<file path="src/rtl/lfsr_pkg.sv">
// Shared definitions for the LFSR arbiter: word width, taps, reset seed,
// FSM encoding and the single-step LFSR function.
package lfsr_pkg;

    localparam int LFSR_W = 16;

    localparam int TAP_A = 15;
    localparam int TAP_B = 13;
    localparam int TAP_C = 12;
    localparam int TAP_D = 10;

    localparam logic [LFSR_W-1:0] DEFAULT_SEED = 16'h1001;

    typedef enum logic [1:0] {
        IDLE,
        STEP,
        DELIVER
    } state_t;

    function automatic logic [LFSR_W-1:0] lfsr_next(input logic [LFSR_W-1:0] l);
        return {l[LFSR_W-2:0], l[TAP_A] ^ l[TAP_B] ^ l[TAP_C] ^ l[TAP_D]};
    endfunction

endpackage

</file>
<file path="src/rtl/rr_pick.sv">
// Combinational round-robin selector: the requester at i_ptr has highest
// priority, and priority decreases upward from there with wrap-around.
module rr_pick #(
    parameter int NUM_REQ = 4,
    parameter int IDX_W   = $clog2(NUM_REQ)
) (
    input  logic [NUM_REQ-1:0] i_req,
    input  logic [IDX_W-1:0]   i_ptr,
    output logic               o_any_req,
    output logic [IDX_W-1:0]   o_winner
);

    int               w_idx;
    logic [IDX_W-1:0] w_idx_n;

    // NOTE: every always_comb output gets a default first so no path can infer a latch.
    always_comb begin
        o_any_req = |i_req;
        o_winner  = '0;
        w_idx     = 0;
        w_idx_n   = '0;
        // Scan from lowest to highest priority so the hit closest to the pointer wins.
        for (int i = NUM_REQ - 1; i >= 0; i--) begin
            w_idx = int'(i_ptr) + i;
            if (w_idx >= NUM_REQ) begin
                w_idx = w_idx - NUM_REQ;
            end
            w_idx_n = IDX_W'(w_idx);
            if (i_req[w_idx_n]) begin
                o_winner = w_idx_n;
            end
        end
    end

endmodule

</file>
<file path="src/rtl/lfsr_rand_arbiter.sv">
// One shared 16-bit Fibonacci LFSR handed out word-by-word to NUM_REQ
// requesters under round-robin arbitration, with STEPS shifts per word.
module lfsr_rand_arbiter
    import lfsr_pkg::*;
#(
    parameter int                NUM_REQ  = 4,
    parameter int                STEPS    = 4,
    parameter logic [LFSR_W-1:0] RST_SEED = DEFAULT_SEED
) (
    input  logic               clk,
    input  logic               reset,
    input  logic [NUM_REQ-1:0] req,
    output logic [NUM_REQ-1:0] gnt,
    output logic [LFSR_W-1:0]  rand_data,
    output logic               rand_valid,
    input  logic               seed_load,
    input  logic [LFSR_W-1:0]  seed_in,
    output logic               busy,
    output logic [LFSR_W-1:0]  lfsr_state
);

    localparam int IDX_W = $clog2(NUM_REQ);
    localparam int CNT_W = $clog2(STEPS + 1);

    state_t             r_state;
    state_t             w_next_state;
    logic [LFSR_W-1:0]  r_lfsr;
    logic [IDX_W-1:0]   r_ptr;
    logic [IDX_W-1:0]   r_winner;
    logic [CNT_W-1:0]   r_cnt;
    logic [NUM_REQ-1:0] r_gnt;
    logic [LFSR_W-1:0]  r_rand_data;
    logic               r_rand_valid;
    logic               w_any_req;
    logic [IDX_W-1:0]   w_winner;
    logic               w_last_step;

    rr_pick #(
        .NUM_REQ (NUM_REQ),
        .IDX_W   (IDX_W)
    ) u_rr_pick (
        .i_req     (req),
        .i_ptr     (r_ptr),
        .o_any_req (w_any_req),
        .o_winner  (w_winner)
    );

    assign w_last_step = (r_state == STEP) && (r_cnt == CNT_W'(1));

    always_ff @(posedge clk) begin
        if (reset) begin
            r_state <= IDLE;
        end else begin
            r_state <= w_next_state;
        end
    end

    always_comb begin
        w_next_state = r_state;
        case (r_state)
            IDLE:    if (!seed_load && w_any_req) w_next_state = STEP;
            STEP:    if (w_last_step) w_next_state = DELIVER;
            DELIVER: w_next_state = IDLE;
            default: w_next_state = IDLE;
        endcase
    end

    // NOTE: sequential state uses non-blocking assignments so every register samples pre-edge values.
    always_ff @(posedge clk) begin
        if (reset) begin
            r_lfsr       <= RST_SEED;
            r_ptr        <= '0;
            r_winner     <= '0;
            r_cnt        <= '0;
            r_gnt        <= '0;
            r_rand_valid <= 1'b0;
            r_rand_data  <= '0;
        end else begin
            r_gnt        <= '0;
            r_rand_valid <= 1'b0;
            case (r_state)
                IDLE: begin
                    if (seed_load) begin
                        r_lfsr <= (seed_in == '0) ? RST_SEED : seed_in;
                    end else if (w_any_req) begin
                        r_winner <= w_winner;
                        r_cnt    <= CNT_W'(STEPS);
                    end
                end
                STEP: begin
                    r_lfsr <= lfsr_next(r_lfsr);
                    r_cnt  <= r_cnt - CNT_W'(1);
                    // Register the outputs on the final shift so they appear exactly in DELIVER.
                    if (w_last_step) begin
                        r_gnt[r_winner] <= 1'b1;
                        r_rand_valid    <= 1'b1;
                        r_rand_data     <= lfsr_next(r_lfsr);
                    end
                end
                DELIVER: begin
                    r_ptr <= (r_winner == IDX_W'(NUM_REQ - 1)) ? '0 : r_winner + IDX_W'(1);
                end
                default: ;
            endcase
        end
    end

    assign gnt        = r_gnt;
    assign rand_valid = r_rand_valid;
    assign rand_data  = r_rand_data;
    assign busy       = (r_state != IDLE);
    assign lfsr_state = r_lfsr;

endmodule

</file>
<file path="config.mk">
export PLATFORM = sky130hd
export DESIGN_NAME = lfsr_rand_arbiter
export DESIGN_NICKNAME = d
export VERILOG_FILES = /design/src/rtl/lfsr_pkg.sv /design/src/rtl/rr_pick.sv /design/src/rtl/lfsr_rand_arbiter.sv
export SDC_FILE = /design/constraint.sdc
export NUM_CORES = 1
export LEC_CHECK = 0
export CAP_MARGIN = 20
export CORE_MARGIN = 1
export CORE_UTILIZATION = 28
export CTS_CLUSTER_SIZE = 40
export DETAILED_ROUTE_END_ITERATION = 6
export PLACE_DENSITY = 0.51
export SLEW_MARGIN = 20
export SYNTH_ARGS = -nofsm -noshare
export SYNTH_HDL_FRONTEND = slang
export SYNTH_HIERARCHICAL = 1
export SYNTH_SLANG_ARGS = --single-unit
</file>
<file path="constraint.sdc">
create_clock -name clk -period 1.98 [get_ports clk]
set_clock_uncertainty 0.15 [all_clocks]
set_input_delay 0.297 -clock clk [delete_from_list [all_inputs] [get_ports clk]]
set_output_delay 0.297 -clock clk [all_outputs]
set_load 0.005 [all_outputs]
</file>
; Yosys cells after proc, flatten, opt, wreduce, memory -nomap -nowiden
; Cells that the tools add are included.
[op_classes]
mux = 29
eq_ne = 9
reduce_logical = 16
add_sub_neg = 9
order_cmp = 10
bitwise_logic = 6
[ops]
columns = op, count
row1 = 16-bit two-way mux, 2
row2 = 16-bit case mux with 2 select lines, 1
row3 = 2-bit two-way mux, 11
row4 = 16-bit logical NOT, 1
row5 = "2-bit by 3-bit < comparator with 1-bit output, second input constant", 5
row6 = "2-bit != test, second input constant", 5
row7 = "3-bit greater-or-equal comparator, second input constant", 3
row8 = 1-bit binary-select mux with 2-bit select, 4
row9 = "2-bit by 1-bit subtractor with 2-bit output, second input constant", 4
row10 = "2-bit by 2-bit adder with 3-bit output, second input constant", 2
row11 = 1-bit two-way mux, 6
row12 = 3-bit two-way mux, 2
row13 = 3-bit case mux with 2 select lines, 1
row14 = 2-bit AND reduction, 3
row15 = 3-bit AND reduction, 2
row16 = "2-bit equality test, second input constant", 2
row17 = 2-bit case mux with 2 select lines, 1
row18 = 2-bit nonzero test, 2
row19 = 4-bit OR reduction, 1
row20 = "2-bit by 1-bit adder with 3-bit output, second input constant", 1
row21 = "3-bit by 1-bit equality test with 1-bit output, second input constant", 1
row22 = "2-bit by 3-bit greater-or-equal comparator with 1-bit output, second input constant", 1
row23 = 1-bit logical AND, 3
row24 = 1-bit inverter, 3
row25 = 10 further kinds, 12
[totals]
reg_bits = 46

; Longest topological paths before layout
; Gate-level depths: netlist of run 1.
[depth]
depth_word = 9
depth_mapped = 8

; Cells and area by module
; Netlist of run 1, hierarchy kept.
[modules_own_cells]
columns = mod, seq_area_each_um2, area_per_inst_um2, n_inst, cells_per_inst
row1 = lfsr_rand_arbiter, 920.9, 2100.8, 1, 236
row2 = rr_pick, 0.0, 77.6, 1, 13

; Worst setup path after synthesis of run 1
; Ideal clock, no wire load.
[synth_timing]
kind = register to register
startpoint = register r_cnt[0]
endpoint = register r_rand_data[10], in the netlist rand_data[10]
path_buffers = 2
path_stages_with_launch = 8
slack_ns = 0.560
required_ns = 1.698
t_arrival_ns = 1.137
setup_time_ns = 0.132
path_cell_list = dfxtp_1 ha_1 nand3b_2 nand2b_1 buf_6 buf_6 nand2_1 a21oi_1
[synth_between]
elab_chain_len = 3
[synth_lines]
columns = item, line_no
row1 = from (decl), lfsr_rand_arbiter.sv:30  ; logic [CNT_W-1:0] r_cnt;
row2 = from (signal assigned), lfsr_rand_arbiter.sv:87  ; r_cnt <= CNT_W'(STEPS);
row3 = from (signal assigned), lfsr_rand_arbiter.sv:92  ; r_cnt <= r_cnt - CNT_W'(1);
row4 = 3-bit by 1-bit equality test with 1-bit output, lfsr_rand_arbiter.sv:48  ; assign w_last_step = (r_state == STEP) && (r_cnt == CNT_W'(1));
row5 = 1-bit logical AND, lfsr_rand_arbiter.sv:48
row6 = 2-bit AND reduction (no source line), -
row7 = to (signal assigned), lfsr_rand_arbiter.sv:97  ; r_rand_data <= lfsr_next(r_lfsr);
row8 = to (decl), lfsr_rand_arbiter.sv:32  ; logic [LFSR_W-1:0] r_rand_data;
; Every way passes these cells.
; A chain may end at the register's enable or synchronous reset.

; Final worst setup path of run 1
[layout_timing]
startpoint = register r_state[1]
endpoint = output port busy
[layout_between]
elab_chain_len = 1
[layout_lines]
columns = item, line_no
row1 = from (decl), lfsr_rand_arbiter.sv:25  ; state_t r_state;
row2 = from (signal assigned), lfsr_rand_arbiter.sv:54  ; r_state <= w_next_state;
row3 = 2-bit nonzero test, lfsr_rand_arbiter.sv:111  ; assign busy = (r_state != IDLE);
row4 = to (decl), lfsr_rand_arbiter.sv:18  ; output logic busy,
; Every way passes these cells.

==> results.sh, run 1 <==
export IMPL_routed_wl_mm=5.17
export IMPL_die_x_um=90.2
export IMPL_syn2layout_area_growth_pct=36.2
export IMPL_ys_flop_type="dfxtp_1"
export IMPL_setup_viol=0
export IMPL_overflow=0
export IMPL_synth_area_leaders="dfxtp_1 42%, nand2_1 10%, a311oi_2 6.9%, nor2_1 6.4%, a21oi_1 5.5%"
export IMPL_ff2ff_setup_slack_ns=0.42
export IMPL_grt_usage_pct=13.5
export IMPL_core_region_area_um2=7370
export IMPL_combPwrFrac_pct=19.4
export IMPL_synth_top_area_cell="dfxtp_1"
export IMPL_num_vias=1833
export IMPL_dieArea_um2=8140
export IMPL_ys_types=38
export IMPL_worst_pin_slew_ns=0.583
export IMPL_wire_per_inst_um=12.6
export IMPL_layout_nets=339
export IMPL_r2r_start="r_state[1]"
export IMPL_regToRegEndpoint="gnt[0]"
export IMPL_drive_above_1_share_pct=13.8
export IMPL_h_tree_depth=2
export IMPL_avgSynthCellArea_um2=8.75
export IMPL_relSlewSlack_pct=61.1
export IMPL_cts_hold_buf=0
export IMPL_end_kind="output port"
export IMPL_final_core_util_pct=40.3
export IMPL_drc=0
export IMPL_post_dp_hpwl_mm=3.92
export IMPL_cts_buffers=5
export IMPL_via_per_inst=4.47
export IMPL_powerDensity_nw_per_um2=723
export IMPL_netSwitchingPower_mw=0.569
export IMPL_drv_cap=0
export IMPL_cts_tree="built"
export IMPL_post_route_min_period_ns=1.89
export IMPL_seqPwrFrac_pct=48.4
export IMPL_cts_clk_slew_worst_paths_ns=0.08
export IMPL_min_path_type="register to register"
export IMPL_swShare_pct=26.5
export IMPL_irDropWorstVdd_mv=0.308
export IMPL_cts_root_buf="clkbuf_8"
export IMPL_ios=61
export IMPL_cts_sinks=46
export IMPL_leakagePower_nw=1.08
export IMPL_critPathRequiredTime_ns=1.53
export IMPL_post_synth_top_count_cell="nand2_1"
export IMPL_syn_area_um2=2180
export IMPL_critPathLaunchType="register"
export IMPL_crit_arrival_ns=1.45
export IMPL_ys_warn_count=6
export IMPL_p_int_mw=1.58
export IMPL_hold_viol=0
export IMPL_synth_edf_count=0
export IMPL_met3_usage_pct=2.96
export IMPL_ys_seq_area_share_pct=42.3
export IMPL_grt_max_degree=27
export IMPL_start_util_pct=29.6
export IMPL_maxSlewViolCount=0
export IMPL_grt_pass1_wl_mm=8.78
export IMPL_rsz0062_at_grt="false"
export IMPL_gr_max_usage_layer="met2"
export IMPL_grtUsageMet2_pct=20.0
export IMPL_synth_top_area_share_pct=42.3
export IMPL_holdPathEnd="rand_data[6]"
export IMPL_dr_first_iter_drc_count=81
export IMPL_min_from="rand_data[6]"
export IMPL_gp_congestion=0.773
export IMPL_min_path_cells=2
export IMPL_path_max_fanout=7
export IMPL_yosys_top_cells_count="58 x nand2_1, 46 x dfxtp_1, 37 x nor2_1, 24 x a21oi_1, 10 x a311oi_2"
export IMPL_die_y_um=90.2
export IMPL_clkLatencyLatePin_ns=0.30
export IMPL_min_period_over_period_pct=95.7
export IMPL_synth_fp_nets=278
export IMPL_worstSetupPathType="register to output port"
export IMPL_grt_use_met1_pct=19.5
export IMPL_grt_antenna_before_repair=0
export IMPL_rows=31
export IMPL_async_flop_share_pct=0
export IMPL_setup_tns_ns=0
export IMPL_reg2regPathDepth=6
export IMPL_drt_antenna_violating_nets=0
export IMPL_n_antenna_cell=0
export IMPL_synth_cells=249
export IMPL_status="finished clean"
export IMPL_port_buffers=60
export IMPL_first_global_vias=1732
export IMPL_drtPass1Iterations=4
export IMPL_fmax_mhz=528
export IMPL_clk_path_buf_depth=2
export IMPL_pwr_share_clk_pct=32.2
export IMPL_synth_seq_cells=46
==> worst max-delay path, stage by stage, from the launching register on <==
cell,delay (ns)
dfxtp_1,0.50
or2_2,0.17
clkdlybuf4s50_1,0.49
==> logic make-up (layout without fill, tap and decap cells) <==
| logic type | count (synthesis) | after routing | share of synthesized area, % |
|---|---|---|---|
| AND/OR/NAND/NOR | 125 | 125 | 27.6 |
| flip-flops | 46 | 46 | 42.3 |
| AO/OA/AOI/OAI | 45 | 45 | 17.5 |
| buffers and inverters | 21 | 83 | 6.61 |
| adder cells (fa/ha/maj) | 6 | 6 | 3.45 |
| XOR/XNOR | 4 | 4 | 1.61 |
| multiplexers | 2 | 2 | 0.919 |
==> power groups by stage <==
stage	logic (mW)	registers (mW)	clock network [mW]
2_1_floorplan	0.244	1.05	0
3_3_place_gp	0.420	1.06	0
3_5_place_dp	0.422	1.06	0
4_1_cts	0.423	1.04	0.709
5_1_grt	0.462	1.05	0.752
6_report	0.417	1.04	0.690
==> timing repair <==
item                                    in CTS  in global routing
setup buffers                                0                  0
endpoints found under the setup margin       1                  0
resized for setup                            1                  0
==> routing by layer <==
layer | routed length, um | vias to the layer above
met5 | 0 | -
met3 | 201 | 2
met2 | 2200 | 46
li1 | - | 951
met4 | 36 | 0
met1 | 2730 | 834
==> how the worst max path moves through the flow <==
stage                           from       endpoint  cells past startpoint
after floorplan             r_cnt[0]  rand_data[10]                      7
after global placement    seed_in[5]  lfsr_state[0]                      6
after detailed placement  seed_in[5]  lfsr_state[0]                      6
after CTS                 r_state[1]           busy                      2
after global routing      r_state[1]           busy                      2
final                     r_state[1]           busy                      2
==> layout make-up <==
type	count	area, um^2
Tap cell	99	124
Inverter	6	22.5
Clock inverter	3	40.0
Timing Repair Buffer	69	676
Multi-Input combinational cell	182	1110
Fill cell	776	4400
Sequential cell	46	922
Clock buffer	5	68.8
==> state kept, by name, indices dropped and copies added (netlist names) <==
signal / count
lfsr_state: 16
rand_data: 16
gnt: 4
r_cnt: 3
r_ptr: 2
r_state: 2
r_winner: 2
rand_valid: 1
==> layout by cell type (no fill, tap or decap), types with 2 or more instances in the layout <==
cell | Yosys | layout
a311oi_2 | 10 | 10
and2_1 | 4 | 4
clkbuf_8 | 0 | 5
nor3b_1 | 2 | 2
clkdlybuf4s50_1 | 0 | 59
nor2_1 | 37 | 37
nand2_1 | 58 | 58
nor3_2 | 2 | 2
clkinv_2 | 0 | 2
a21oi_1 | 24 | 24
dfxtp_1 | 46 | 45
inv_1 | 5 | 5
mux2i_1 | 2 | 2
xnor2_1 | 3 | 3
a211oi_1 | 2 | 2
buf_4 | 3 | 8
a311oi_1 | 2 | 2
nor2b_1 | 4 | 4
nor4_1 | 4 | 4
nand2b_1 | 5 | 5
ha_1 | 6 | 6
nor2_4 | 2 | 2
==> stage by stage <==
stage	setup slack, ns	cell area [um^2]	cells	hold slack [ns]	power [mW]
5_1_grt	0.0177	2970	410	0.328	2.26
4_1_cts	0.0518	2970	410	0.308	2.17
6_report	0.0851	2970	410	0.306	2.14
3_5_place_dp	0.0360	2860	402	0.296	1.48
2_1_floorplan	0.560	2180	249	0.303	1.29
3_3_place_gp	0.0858	2860	402	0.293	1.48
Power figures use the tool's default switching activity.
==> inputs of run 2 (changes only) <==
--- a/config.mk
+++ b/config.mk
@@ -6,10 +6,10 @@
 export NUM_CORES = 1
 export LEC_CHECK = 0
 export CAP_MARGIN = 20
-export CORE_MARGIN = 1
 export CORE_UTILIZATION = 28
 export CTS_CLUSTER_SIZE = 40
 export DETAILED_ROUTE_END_ITERATION = 6
+export GPL_TIMING_DRIVEN = 0
 export PLACE_DENSITY = 0.51
 export SLEW_MARGIN = 20
 export SYNTH_ARGS = -nofsm -noshare
==> run 2 against run 1 <==
  * Design area is 1.4% higher
  * Routed wire length rose by 7.6%
  * First-iteration DRC count down 46%
  * Combinational power is 3% higher
  * Sequential share of layout area is 0.34 points lower
  * Core utilization grew 0.56 points
  * Via count grew 0.87%
  * Clock-buffer cell count increased by 1
  * Global-route usage is 0.71 points higher
  * Non-clock buffer count increased by 5
  * Critical endpoint unchanged
==> results.sh, run 2 (synthesis gave the netlist of run 1 again) <==
export IMPL_status="finished clean"
export IMPL_cts_tree="built"
export IMPL_layout_nets=344
export IMPL_ios=61
export IMPL_irDropWorstVdd_mv=0.273
export IMPL_rsz0062_at_grt="false"
export IMPL_post_dp_hpwl_mm=4.27
export IMPL_num_vias=1849
export IMPL_drt_antenna_violating_nets=0
export IMPL_crit_cells=3
export IMPL_post_route_cell_area_um2=3010
export IMPL_post_route_min_period_ns=1.82
export IMPL_r2r_start="r_cnt[0]"
export IMPL_rows=31
export IMPL_syn2layout_area_growth_pct=38.1
export IMPL_grt_antenna_before_repair=0
export IMPL_min_path_type="input pin to register"
export IMPL_min_period_over_period_pct=91.7
export IMPL_ff2ff_setup_slack_ns=0.43
export IMPL_p_int_mw=1.61
export IMPL_grt_usage_pct=14.2
export IMPL_final_cell_mix="58 x nand2_1, 58 x clkdlybuf4s50_1, 45 x dfxtp_1, 37 x nor2_1, 24 x a21oi_1"
export IMPL_grt_max_degree=14
export IMPL_min_from="reset"
export IMPL_cts_sinks=46
export IMPL_worst_pin_slew_ns=0.680
export IMPL_grt_pass1_wl_mm=9.02
export IMPL_critPathLaunch="r_state[0]"
export IMPL_critPathRequiredTime_ns=1.53
export IMPL_cp_top_family="buffers and inverters"
export IMPL_leakagePower_nw=1.10
export IMPL_relSlewSlack_pct=54.7
export IMPL_crit_path_end="busy"
export IMPL_cts_hold_buf=0
export IMPL_first_global_vias=1727
export IMPL_setup_tns_ns=0
export IMPL_crit_path_top_delay_cell="dfxtp_4"
export IMPL_hold_viol=0
export IMPL_cts_clk_slew_worst_paths_ns=0.08
export IMPL_drtPass1Iterations=4
export IMPL_h_tree_depth=2
export IMPL_critPathMaxStageDelay_ns=0.37
export IMPL_path_cells="buf_6 -> or2_2 -> dlygate4sd2_1"
export IMPL_swShare_pct=26.4
export IMPL_combPwrFrac_pct=19.5
export IMPL_dieArea_um2=8140
export IMPL_die_x_um=90.2
export IMPL_drc=0
export IMPL_pwr_share_clk_pct=33.1
export IMPL_core_region_area_um2=7370
export IMPL_critPathLaunchType="register"
export IMPL_regToRegEndpoint="rand_data[12]"
export IMPL_reg2regPathDepth=7
export IMPL_clk_path_buf_depth=2
export IMPL_cts_root_buf="clkbuf_8"
export IMPL_die_y_um=90.2
export IMPL_gp_congestion=0.755
export IMPL_wire_per_inst_um=13.4
export IMPL_powerDensity_nw_per_um2=729
export IMPL_overflow=0
export IMPL_via_per_inst=4.47
export IMPL_clkLatencyLatePin_ns=0.30
export IMPL_crit_buf_inv=2
export IMPL_maxSlewViolCount=0
export IMPL_post_dp_cell_area_um2=2890
export IMPL_seqPwrFrac_pct=47.4
export IMPL_end_kind="output port"
export IMPL_routed_wl_mm=5.56
export IMPL_port_buffers=59
export IMPL_netSwitchingPower_mw=0.579
export IMPL_drv_cap=0
export IMPL_drive_above_1_share_pct=13.7
export IMPL_dr_first_iter_drc_count=44
export IMPL_cts_buffers=5
export IMPL_n_antenna_cell=0
export IMPL_crit_arrival_ns=1.37
export IMPL_path_max_fanout=10
export IMPL_fmax_mhz=551
export IMPL_worstSetupPathType="register to output port"
export IMPL_start_util_pct=29.6
export IMPL_setup_viol=0
-- run 2: metal layers --
metal | vias to the layer above | wire, um | global-route usage [%]
met2 | 54 | 2470 | 21.6
li1 | 962 | - | -
met3 | 3 | 287 | 3.21
met5 | - | 0 | 0
met4 | 0 | 32 | 4.03
met1 | 830 | 2770 | 20.1
-- run 2: worst min-delay path by stage --
stage	end	slack, ns	cells after the start
detailed placement	rand_data[4]	0.30	2
CTS	r_state[1]	0.13	2
floorplan	rand_data[10]	0.30	2
global route	r_state[1]	0.13	2
finish	r_state[1]	0.13	2
global placement	rand_data[2]	0.29	2
-- run 2: repair_timing --
| item | 4_1_cts | 5_1_grt |
|---|---|---|
| endpoints found under the setup margin | 1 | 0 |
| buffers inserted | 0 | 0 |
| resized for setup | 3 | 0 |
-- run 2: layout make-up --
type	instances	area (um^2)
plain buffers	15	121
clock buffers	6	82.6
clock inverters	1	30.0
fillers	779	4360
inverters	6	22.5
multi-input cells	182	1110
flip-flops and latches	46	925
well taps	99	124
repair buffers	59	589
-- run 2: power by group through the flow --
stage | combinational [mW] | sequential (mW) | clock, mW
global route | 0.470 | 1.05 | 0.776
CTS | 0.435 | 1.04 | 0.737
finish | 0.428 | 1.04 | 0.725
floorplan | 0.244 | 1.05 | 0
global placement | 0.431 | 1.06 | 0
detailed placement | 0.434 | 1.06 | 0
-- run 2: worst reg2reg max path, stage by stage, from the launching register on --
cell and delay (ns):
dfxtp_1 0.38, ha_1 0.19, nand3b_2 0.12, nand2b_1 0.18, buf_6 0.15, buf_6 0.14, nand2_1 0.07, a21oi_1 0.06
-- run 2: metrics by stage --
step	setup WS [ns]	instances	utilization, %	hold WS, ns	power [mW]
3_3_place_gp	-0.00568	407	39.3	0.292	1.49
5_1_grt	0.118	414	40.8	0.135	2.30
2_1_floorplan	0.560	249	-	0.303	1.29
3_5_place_dp	0.0152	407	39.3	0.298	1.50
4_1_cts	0.146	414	40.8	0.131	2.21
6_report	0.164	414	40.8	0.131	2.19
==> inputs of run 3 (changes only) <==
--- a/config.mk
+++ b/config.mk
@@ -5,7 +5,7 @@
 export SDC_FILE = /design/constraint.sdc
 export NUM_CORES = 1
 export LEC_CHECK = 0
-export CAP_MARGIN = 20
+export CAP_MARGIN = 40
 export CORE_UTILIZATION = 28
 export CTS_CLUSTER_SIZE = 40
 export DETAILED_ROUTE_END_ITERATION = 6
==> constraint.sdc (replaced) <==
create_clock -name clk -period 1.7 [get_ports clk]
set_clock_uncertainty 0.15 [all_clocks]
set_input_delay 0.255 -clock clk [delete_from_list [all_inputs] [get_ports clk]]
set_output_delay 0.255 -clock clk [all_outputs]
set_load 0.005 [all_outputs]
==> run 3 against run 2 <==
  * Power increased by 17%
  * Clock-buffer cell count is the same
  * Highest routed layer unchanged
  * Global-route usage about the same
  * Largest power group unchanged
  * Largest cell class unchanged
  * Sequential power increased by 17%
  * Clock power is 16% higher
  * Core utilization increased by 0.27 points
  * Final cell count up 0.24%
  * Critical path depth down 2
  * Critical path type unchanged
  * Combinational power grew 16%
  * Design area rose by 0.67%
==> results.sh, run 3 (synthesis gave the netlist of run 1 again) <==
export IMPL_status="finished clean"
export IMPL_post_route_min_period_ns=1.65
export IMPL_clk_path_buf_depth=2
export IMPL_seqPwrFrac_pct=47.7
export IMPL_combPwrFrac_pct=19.5
export IMPL_crit_path_end="lfsr_state[11]"
export IMPL_worstSetupPathType="register to output port"
export IMPL_maxSlewViolCount=0
export IMPL_grt_antenna_before_repair=0
export IMPL_setup_viol=0
export IMPL_cts_buffers=5
export IMPL_first_global_vias=1721
export IMPL_dieArea_um2=8140
export IMPL_port_buffers=59
export IMPL_via_per_inst=4.48
export IMPL_worst_pin_slew_ns=0.700
export IMPL_fin_ws_ns=0.0474
export IMPL_num_vias=1861
export IMPL_overflow=0
export IMPL_pwr_share_clk_pct=32.8
export IMPL_critPathLaunch="lfsr_state[11]"
export IMPL_cts_hold_buf=0
export IMPL_netSwitchingPower_mw=0.672
export IMPL_path_cells="clkdlybuf4s50_1"
export IMPL_min_path_type="input pin to register"
export IMPL_drive_above_1_share_pct=16.5
export IMPL_min_period_over_period_pct=97.2
export IMPL_cts_tree="built"
export IMPL_cp_top_family="buffers and inverters"
export IMPL_crit_buf_inv=1
export IMPL_gp_congestion=0.755
export IMPL_grt_max_degree=14
export IMPL_crit_cells=1
export IMPL_core_region_area_um2=7370
export IMPL_relSlewSlack_pct=53.4
export IMPL_critPathLaunchType="register"
export IMPL_crit_path_top_delay_cell="clkdlybuf4s50_1"
export IMPL_drv_cap=0
export IMPL_drc=0
export IMPL_clkLatencyLatePin_ns=0.30
export IMPL_post_dp_cell_area_um2=2890
export IMPL_start_util_pct=29.6
export IMPL_cts_sinks=46
export IMPL_ios=61
export IMPL_final_core_util_pct=41.1
export IMPL_irDropWorstVdd_mv=0.296
export IMPL_ff2ff_setup_slack_ns=0.12
export IMPL_post_route_cell_area_um2=3030
export IMPL_end_kind="output port"
export IMPL_grt_pass1_wl_mm=9.01
export IMPL_critPathRequiredTime_ns=1.29
export IMPL_cts_clk_slew_worst_paths_ns=0.08
export IMPL_swShare_pct=26.3
export IMPL_hold_slack_ns=0.0928
export IMPL_h_tree_depth=2
export IMPL_path_max_fanout=4
export IMPL_fmax_mhz=605
export IMPL_die_x_um=90.2
export IMPL_leakagePower_nw=1.10
export IMPL_cts_root_buf="clkbuf_8"
export IMPL_syn2layout_area_growth_pct=39.0
export IMPL_routed_wl_mm=5.60
export IMPL_powerDensity_nw_per_um2=844
export IMPL_rows=31
export IMPL_post_place_ws_ns=-0.223
export IMPL_critPathMaxStageDelay_ns=0.53
export IMPL_p_int_mw=1.88
export IMPL_regToRegEndpoint="rand_data[9]"
export IMPL_drtPass1Iterations=4
export IMPL_rsz0062_at_grt="false"
export IMPL_setup_tns_ns=0
export IMPL_n_antenna_cell=0
export IMPL_crit_arrival_ns=1.25
export IMPL_final_cell_mix="58 x nand2_1, 58 x clkdlybuf4s50_1, 38 x dfxtp_1, 37 x nor2_1, 24 x a21oi_1"
export IMPL_post_dp_hpwl_mm=4.27
export IMPL_wire_per_inst_um=13.5
export IMPL_r2r_start="r_state[0]"
export IMPL_layout_nets=345
export IMPL_hold_viol=0
export IMPL_reg2regPathDepth=7
export IMPL_die_y_um=90.2
export IMPL_grt_usage_pct=14.2
export IMPL_dr_first_iter_drc_count=53
export IMPL_drt_antenna_violating_nets=0
## run 3: worst reg2reg max path: stages, from the launching register on
cell and delay [ns]:
dfxtp_4 0.44, buf_4 0.16, nand3b_2 0.11, nand2b_1 0.18, buf_6 0.15, buf_6 0.14, nand2_1 0.06, a21oi_1 0.06
## run 3: power by group through the flow
stage                     sequential, mW  combinational (mW)  clock (mW)
after floorplan                     1.22               0.284           0
after global placement              1.24               0.501           0
after detailed placement            1.24               0.506           0
after CTS                           1.22               0.501       0.858
after global routing                1.23               0.545       0.904
final                               1.22               0.498       0.839
## run 3: routing by layer
metal	global-route usage [%]	vias to the layer above	wire [um]
li1	-	966	-
met1	20.0	844	2910
met2	21.6	48	2420
met3	3.21	3	235
met4	4.03	0	32
met5	0	-	0
## run 3: how the worst min path moves through the flow
stage                       from       endpoint  slack, ns  depth (start not counted)
floorplan             seed_in[8]  lfsr_state[8]       0.27                          2
global placement    rand_data[2]   rand_data[2]       0.29                          2
detailed placement  rand_data[4]   rand_data[4]       0.30                          2
CTS                        reset     r_state[1]       0.09                          2
global route               reset     r_state[1]       0.09                          2
finish                     reset     r_state[1]       0.09                          2
## run 3: timing repair
| item | CTS | global route |
|---|---|---|
| buffers inserted | 1 | 1 |
| gates resized for setup | 9 | 3 |
| endpoints found under the setup margin | 6 | 5 |
| pin swaps | 0 | 1 |
## run 3: through the flow
| stage | total power [mW] | cells |
|---|---|---|
| 2_1_floorplan | 1.50 | 249 |
| 3_3_place_gp | 1.74 | 407 |
| 3_5_place_dp | 1.74 | 407 |
| 4_1_cts | 2.58 | 414 |
| 5_1_grt | 2.68 | 415 |
| 6_report | 2.56 | 415 |
## run 3: cell type report
type | instances | area [um^2]
buffer | 14 | 110
timing repair buffer | 61 | 606
sequential | 46 | 933
multi-input combinational | 182 | 1120
clock inverter | 1 | 30.0
tap | 99 | 124
clock buffer | 6 | 82.6
inverter | 6 | 22.5
fill | 771 | 4340
